### config.mk
export PLATFORM = sky130hd
export DESIGN_NAME = stack_access_unit
export DESIGN_NICKNAME = d
export VERILOG_FILES = /design/src/rtl/stack_pkg.sv /design/src/rtl/stack_access_unit.sv
export SDC_FILE = /design/constraint.sdc
export NUM_CORES = 1
export LEC_CHECK = 0
export CORE_AREA = 5 5 73 75
export CTS_CLUSTER_SIZE = 20
export DETAILED_ROUTE_END_ITERATION = 6
export DIE_AREA = 0 0 78 80
export PLACE_DENSITY = 0.85
export SYNTH_ARGS = -nofsm -noshare
export SYNTH_HDL_FRONTEND = slang
export SYNTH_SLANG_ARGS = --single-unit
### constraint.sdc
create_clock -name clk -period 3 [get_ports clk]
set_clock_uncertainty 0.15 [all_clocks]
set_input_delay 0.75 -clock clk [delete_from_list [all_inputs] [get_ports clk]]
set_output_delay 0.75 -clock clk [all_outputs]
set_load 0.005 [all_outputs]
### src/rtl/stack_pkg.sv
// Shared encodings for the stack access unit, SP unit and decoder:
// op codes, SP adjust codes and sequencer state names.
package stack_pkg;

    localparam logic [2:0] OP_NONE = 3'b000;
    localparam logic [2:0] OP_PUSH = 3'b001;
    localparam logic [2:0] OP_POP  = 3'b010;
    localparam logic [2:0] OP_CALL = 3'b011;
    localparam logic [2:0] OP_RET  = 3'b100;
    localparam logic [2:0] OP_RTI  = 3'b101;
    localparam logic [2:0] OP_INT  = 3'b110;
    localparam logic [2:0] OP_NONE2 = 3'b111;

    localparam logic [1:0] SP_HOLD = 2'b00;
    localparam logic [1:0] SP_DEC  = 2'b01;
    localparam logic [1:0] SP_INC  = 2'b10;

    typedef enum logic [1:0] {
        S_IDLE    = 2'b00,
        S_INT2    = 2'b01,
        S_RTI_PC  = 2'b10,
        S_RD_LAST = 2'b11
    } state_t;

endpackage

### src/rtl/stack_access_unit.sv
// Memory-stage sequencer for PUSH/POP/CALL/RET/RTI/INT. Strobes are driven
// combinationally from the current state; sp_q carries SP between the cycles of multi-access ops.
module stack_access_unit
    import stack_pkg::*;
#(
    parameter int AW = 8,
    parameter int DW = 8,
    parameter int FW = 4
) (
    input  logic          clk,
    input  logic          rst,
    input  logic          op_valid,
    input  logic [2:0]    op_code,
    input  logic [DW-1:0] push_data,
    input  logic [AW-1:0] pc_ret,
    input  logic [FW-1:0] flags_in,
    input  logic [AW-1:0] sp_in,
    input  logic          sp_not_ready,
    input  logic [DW-1:0] mem_rdata,
    output logic          accept,
    output logic          busy,
    output logic [AW-1:0] mem_addr,
    output logic [DW-1:0] mem_wdata,
    output logic          mem_we,
    output logic          mem_re,
    output logic [1:0]    sp_ctrl,
    output logic          pop_valid,
    output logic [DW-1:0] pop_data,
    output logic          pc_load,
    output logic [AW-1:0] pc_out,
    output logic          flags_load,
    output logic [FW-1:0] flags_out
);

    localparam logic [AW-1:0] ONE = {{(AW-1){1'b0}}, 1'b1};

    state_t        state, state_nxt;
    logic [AW-1:0] sp_q, sp_nxt;
    logic          is_pop_q, is_pop_nxt;

    always_ff @(posedge clk) begin
        if (rst) begin
            state    <= S_IDLE;
            sp_q     <= '0;
            is_pop_q <= 1'b0;
        end else begin
            state    <= state_nxt;
            sp_q     <= sp_nxt;
            is_pop_q <= is_pop_nxt;
        end
    end

    assign busy = (state != S_IDLE);

    always_comb begin
        state_nxt  = state;
        sp_nxt     = sp_q;
        is_pop_nxt = is_pop_q;
        accept     = 1'b0;
        mem_addr   = '0;
        mem_wdata  = '0;
        mem_we     = 1'b0;
        mem_re     = 1'b0;
        sp_ctrl    = SP_HOLD;
        pop_valid  = 1'b0;
        pop_data   = '0;
        pc_load    = 1'b0;
        pc_out     = '0;
        flags_load = 1'b0;
        flags_out  = '0;
        case (state)
            S_IDLE: begin
                accept = op_valid && (op_code != OP_NONE) && (op_code != OP_NONE2)
                         && !sp_not_ready;
                if (accept) begin
                    case (op_code)
                        OP_PUSH, OP_CALL, OP_INT: begin
                            mem_we    = 1'b1;
                            mem_addr  = sp_in;
                            mem_wdata = (op_code == OP_PUSH) ? push_data : DW'(pc_ret);
                            sp_ctrl   = SP_DEC;
                            sp_nxt    = sp_in - ONE;
                            if (op_code == OP_INT)
                                state_nxt = S_INT2;
                        end
                        default: begin
                            // POP, RET and RTI all begin by reading the slot above SP
                            mem_re     = 1'b1;
                            mem_addr   = sp_in + ONE;
                            sp_ctrl    = SP_INC;
                            sp_nxt     = sp_in + ONE;
                            is_pop_nxt = (op_code == OP_POP);
                            state_nxt  = (op_code == OP_RTI) ? S_RTI_PC : S_RD_LAST;
                        end
                    endcase
                end
            end
            S_INT2: begin
                mem_we    = 1'b1;
                mem_addr  = sp_q;
                mem_wdata = DW'(flags_in);
                sp_ctrl   = SP_DEC;
                sp_nxt    = sp_q - ONE;
                state_nxt = S_IDLE;
            end
            S_RTI_PC: begin
                flags_load = 1'b1;
                flags_out  = mem_rdata[FW-1:0];
                mem_re     = 1'b1;
                mem_addr   = sp_q + ONE;
                sp_ctrl    = SP_INC;
                sp_nxt     = sp_q + ONE;
                is_pop_nxt = 1'b0;
                state_nxt  = S_RD_LAST;
            end
            default: begin
                if (is_pop_q) begin
                    pop_valid = 1'b1;
                    pop_data  = mem_rdata;
                end else begin
                    pc_load = 1'b1;
                    pc_out  = AW'(mem_rdata);
                end
                state_nxt = S_IDLE;
            end
        endcase
    end

endmodule

# Yosys cells after proc, flatten, opt, wreduce, memory -nomap -nowiden
# Index checks and enable logic that the tools add are counted.
# word_totals
wordCells	70
inputBits	43
output_inout_bits	45
register_bits	11
# op_classes
n_reduce_logical	14
n_eq_ne	11
add_sub_neg	4
n_mux	38
# op_table
op	n
2-to-1 mux 8 bit	11
case mux 8 bit (3 select lines)	2
adder 8 x 1 -> 8 bit (second input constant)	2
case mux 8 bit (2 select lines)	1
subtractor 8 x 1 -> 8 bit (second input constant)	2
2-to-1 mux 1 bit	13
2-to-1 mux 2 bit	5
equality test 3 x 2 -> 1 bit (second input constant)	2
equality test 3 bit (second input constant)	2
!= test 3 bit (second input constant)	2
case mux 1 bit (2 select lines)	3
case mux 2 bit (3 select lines)	1
nonzero test 3 bit	2
OR reduction 3 bit	2
2-to-1 mux 4 bit	1
!= test 2 bit (second input constant)	2
case mux 2 bit (2 select lines)	1
AND reduction 2 bit	2
nonzero test 2 bit	2
equality test 3 x 1 -> 1 bit (second input constant)	1
logical AND 1 bit	3
AND reduction 3 bit	1
equality test 2 x 1 -> 1 bit (second input constant)	1
equality test 2 bit (second input constant)	1
2 further kinds	2

# Logic depth before layout (Yosys ltp)
# depth
depth_word	6
mapped_depth	9
ltp_nobuf	7

# Least setup slack after synthesis
# No wires, ideal clock.
# synth_path
path_type	in2out
from	input port op_code[1]
to	output port sp_ctrl[1]
stages	5
arrival_time_ns	1.911
path_slack_ns	0.189
path_buffers	1
t_required_ns	2.100
cell_sequence	clkbuf_2 > or3b_2 > a21oi_1 > or2_2 > nor2b_1
# synth_between
elab_chain_len	6
elab_cells_between_ends	12
# synth_rtl
element	line	rtl
from (decl)	stack_access_unit.sv:13	input logic [2:0] op_code,
parallel branches: the longest is 4 deep, another holds equality test 3 x 1 -> 1 bit	-	
2-to-1 mux 2 bit (*)	stack_access_unit.sv:75	if (accept) begin
case mux 2 bit (3 select lines) (*)	stack_access_unit.sv:71	case (state)
to (decl)	stack_access_unit.sv:26	output logic [1:0] sp_ctrl,
# Every way passes the cells marked *.

# Worst setup path in the final report
# layout_path
from	input port op_code[2]
to	output port mem_addr[6]
# layout_between
elab_chain_len	6
elab_cells_between_ends	12
# layout_rtl
element	line	rtl
parallel branches: the longest is 4 deep, another holds 2-to-1 mux 8 bit	-	
2-to-1 mux 8 bit (*)	stack_access_unit.sv:75	
case mux 8 bit (3 select lines) (*)	stack_access_unit.sv:71	
to (decl)	stack_access_unit.sv:22	output logic [AW-1:0] mem_addr,
# Marks and branches as above.

==> out/summary.log <==
[clocking] number of clock sinks 11
[die] Top-Level Pins 88
[global_routing] global-route congestion overflow total 0
[global_routing] total track usage 0.224
[finish] growth of design area from synthesis to finish 71.3%
[synthesis] register bit total from synthesis 11
[clocking] cts hold-fix bufs 0
[sta] time the worst path needs with I/O delays and setup 2970 ps
[synthesis] area share of the largest cell type after synthesis 0.114
[sta] number of endpoints failing setup at the final stage 0
[clocking] TritonCTS clock tree done
[critical_path] CP Data Required Time 2100 ps
[global_routing] via count of the first global-routing pass 2463
[synthesis] synth cell count leaders nand2_1 (27), nor2_1 (22), a21oi_1 (21), and2_1 (16), and3_1 (15)
[die] overall die height 80 um
[die] die area 6240 um^2
[place] worst slack at placement -713 ps
[synthesis] EDFF count, synth 0
[sta] Setup WS post-layout 25.3 ps
[drt] Residual DRC 0
[die] starting density of the core 0.419
[status] result of the run complete, no violations
[global_routing] global-route wire length before repair 11.5 mm
[critical_path] critical path launch point type input pin
[clocking] maximum level of the CTS H-tree 1
[place] routability congestion estimate 0.905
[die] standard cell core area 4600 um^2
[finish] share of cells above drive strength 1 0.260
[pwr] P_leak 1.48 nW
[synthesis] synthesized cell area 1930 um^2
[sta] final hold violation count 0
[critical_path] sequence of cells on the critical path buf_2, or3b_4, a21oi_2, buf_4, buf_4, a22oi_1, a21oi_1, clkbuf_2
[synthesis] cell types with the largest area share after synthesis dfxtp_1 (11%), ha_1 (5.8%), a21oi_1 (5.5%), nand2_1 (5.3%), and2_1 (5.2%)
[clocking] library cell used as clock root buffer clkbuf_8
[sta] achievable clock frequency 0.336 GHz
[synthesis] synthesized netlist cell count 285
[die] number of rows in the core area 25
[synthesis] library cells used by synthesis 60
[sta] final worst path period share 0.992
[critical_path] nature of the critical path endpoint output port
[drt] Via density 5.99
[pwr] power density of the placed cells 592 nW/um^2
[global_routing] antenna violations before repair 0
[place] HPWL Detailed 5.46 mm
[synthesis] warnings from Yosys 0
[synthesis] average cell area after synthesis 6.77 um^2
[drt] Avg WL per Cell 17.1 um
[critical_path] Worst path max stage delay 410 ps
[critical_path] critical path fanouts, max 4
[finish] # diodes 0
[critical_path] Max stage delay cell, worst path or3b_4
[sta] pin slew with the least headroom to its limit 525 ps
[pwr] worst voltage drop across the vdd grid 0.361 mV
[job] MaxCap Viol Count 0
[global_routing] largest net degree at the start of global routing 22
[synthesis] Post-Syn Nets 337
[sta] final slew viol count 0
[clocking] Num CTS Buffers 3
[place] number of port buffers 87
[critical_path] data arrival time at the worst-slack endpoint 2070 ps
[synthesis] Post-synth ARST share 0
[hold_path] class of the most critical hold timing path reg -> reg
[drt] via count 2745
[drt] final routed wirelength across all metal layers 7.84 mm
[sta] unrepaired setup endpoints after global routing yes
[clocking] clock insertion delay at the later pin of the skew report 240 ps
[sta] headroom to the max-slew limit 0.649
[synthesis] main flop type after synthesis dfxtp_1
[sta] Setup TNS 0 ps
[synthesis] library cell occupying the most area in the post-synthesis netlist dfxtp_1
[drt] Pre-Repair DR Iteration Count 5
[drt] 1st-iter DRT viols 260
[critical_path] Crit path top cell by count buf_4
[finish] number of nets in the finished design 457
[critical_path] category of the most critical setup path in -> out
[clocking] number of buffers between clock root and the deepest sink 2
[clocking] Worst-path clk slew 50 ps
[die] die span in x 78 um
[synthesis] post-synthesis sequential area ratio 0.114
[synthesis] most instantiated library cell after synthesis nand2_1
[drt] antenna-violating nets left 0
## repair_timing
item,CTS,global route
endpoints found under the hold margin,0,0
setup buffers,11,4
resized for setup,83,31
setup endpoints to repair,21,11
pin swaps,20,17
## area by class of cell
| cell class | count | area [um^2] |
|---|---|---|
| clock buffers | 4 | 45.0 |
| well taps | 54 | 67.6 |
| flip-flops and latches | 11 | 220 |
| inverters | 14 | 52.6 |
| repair buffers | 141 | 1250 |
| fillers | 363 | 1290 |
| multi-input cells | 234 | 1670 |
## report_power, final
| part | internal (mW) | leakage, nW | switching (mW) | total [mW] |
|---|---|---|---|---|
| clock network | 0.0939 | 0.0228 | 0.0618 | 0.156 |
| registers | 0.210 | 0.0911 | 0.0837 | 0.293 |
| logic | 0.697 | 1.37 | 0.811 | 1.51 |
## stage by stage
stage          hold WS [ps]  power (mW)  cells   util  instance area, um^2
2_1_floorplan           361        1.14    285      -                 1930
4_1_cts                 413        1.90    454  0.695                 3200
6_report                423        1.96    458  0.718                 3300
5_1_grt                 438        2.10    458  0.718                 3300
3_5_place_dp            406        1.76    439  0.660                 3040
3_3_place_gp            379        1.73    439  0.660                 3040
## path summary, 6_finish.rpt
| check | end | start | slack, ps | depth (start not counted) |
|---|---|---|---|---|
| setup / recovery | mem_addr[6] | op_code[2] | 30 | 8 |
| hold / removal | sp_q[5]$_SDFFE_PP0P_ | sp_q[5]$_SDFFE_PP0P_ | 420 | 2 |
| setup reg to reg | sp_q[6]$_SDFFE_PP0P_ | state[0]$_SDFFE_PP0P_ | 590 | 9 |
| hold reg to reg | sp_q[5]$_SDFFE_PP0P_ | sp_q[5]$_SDFFE_PP0P_ | 420 | 2 |
## worst max-delay path: cells and delay by family
| family | cells | cell delay [ps] |
|---|---|---|
| buf+inv | 4 | 540 |
| simple gates | 1 | 410 |
| compound gates | 3 | 370 |
## layout by cell type, fill, tap and decap left out, drive strengths merged, types with 7 or more instances in the layout
master	n
buf	64
clkdlybuf4s50	55
nand2	27
nor2	22
a21oi	21
and2	16
dlygate4sd2	15
and3	15
o21ai	14
inv	13
nand3	13
dfxtp	11
ha	9
mux2i	8
a211oi	7
clkbuf	7
## per-layer routing
metal	GRT usage	vias up	part of all wire
li1	-	1272	-
met1	0.257	1295	0.39
met2	0.398	147	0.51
met3	0.0350	31	0.077
met4	0.110	0	0.026
met5	0	-	0
## sequential cells by signal, summed over array words and instances, names as in the netlist
signal and count:
is_pop_q 1, state 2, sp_q 8
## cell families (layout without fill, tap and decap cells)
family	after synthesis	after routing	synth area share
flip-flops	11	11	0.114
AND/OR/NAND/NOR	131	131	0.365
adder cells (fa/ha/maj)	9	9	0.0584
multiplexers	8	8	0.0415
XOR/XNOR	9	9	0.0409
buffers and inverters	40	159	0.0980
AO/OA/AOI/OAI	77	77	0.282
Power figures use the tool's default switching activity.
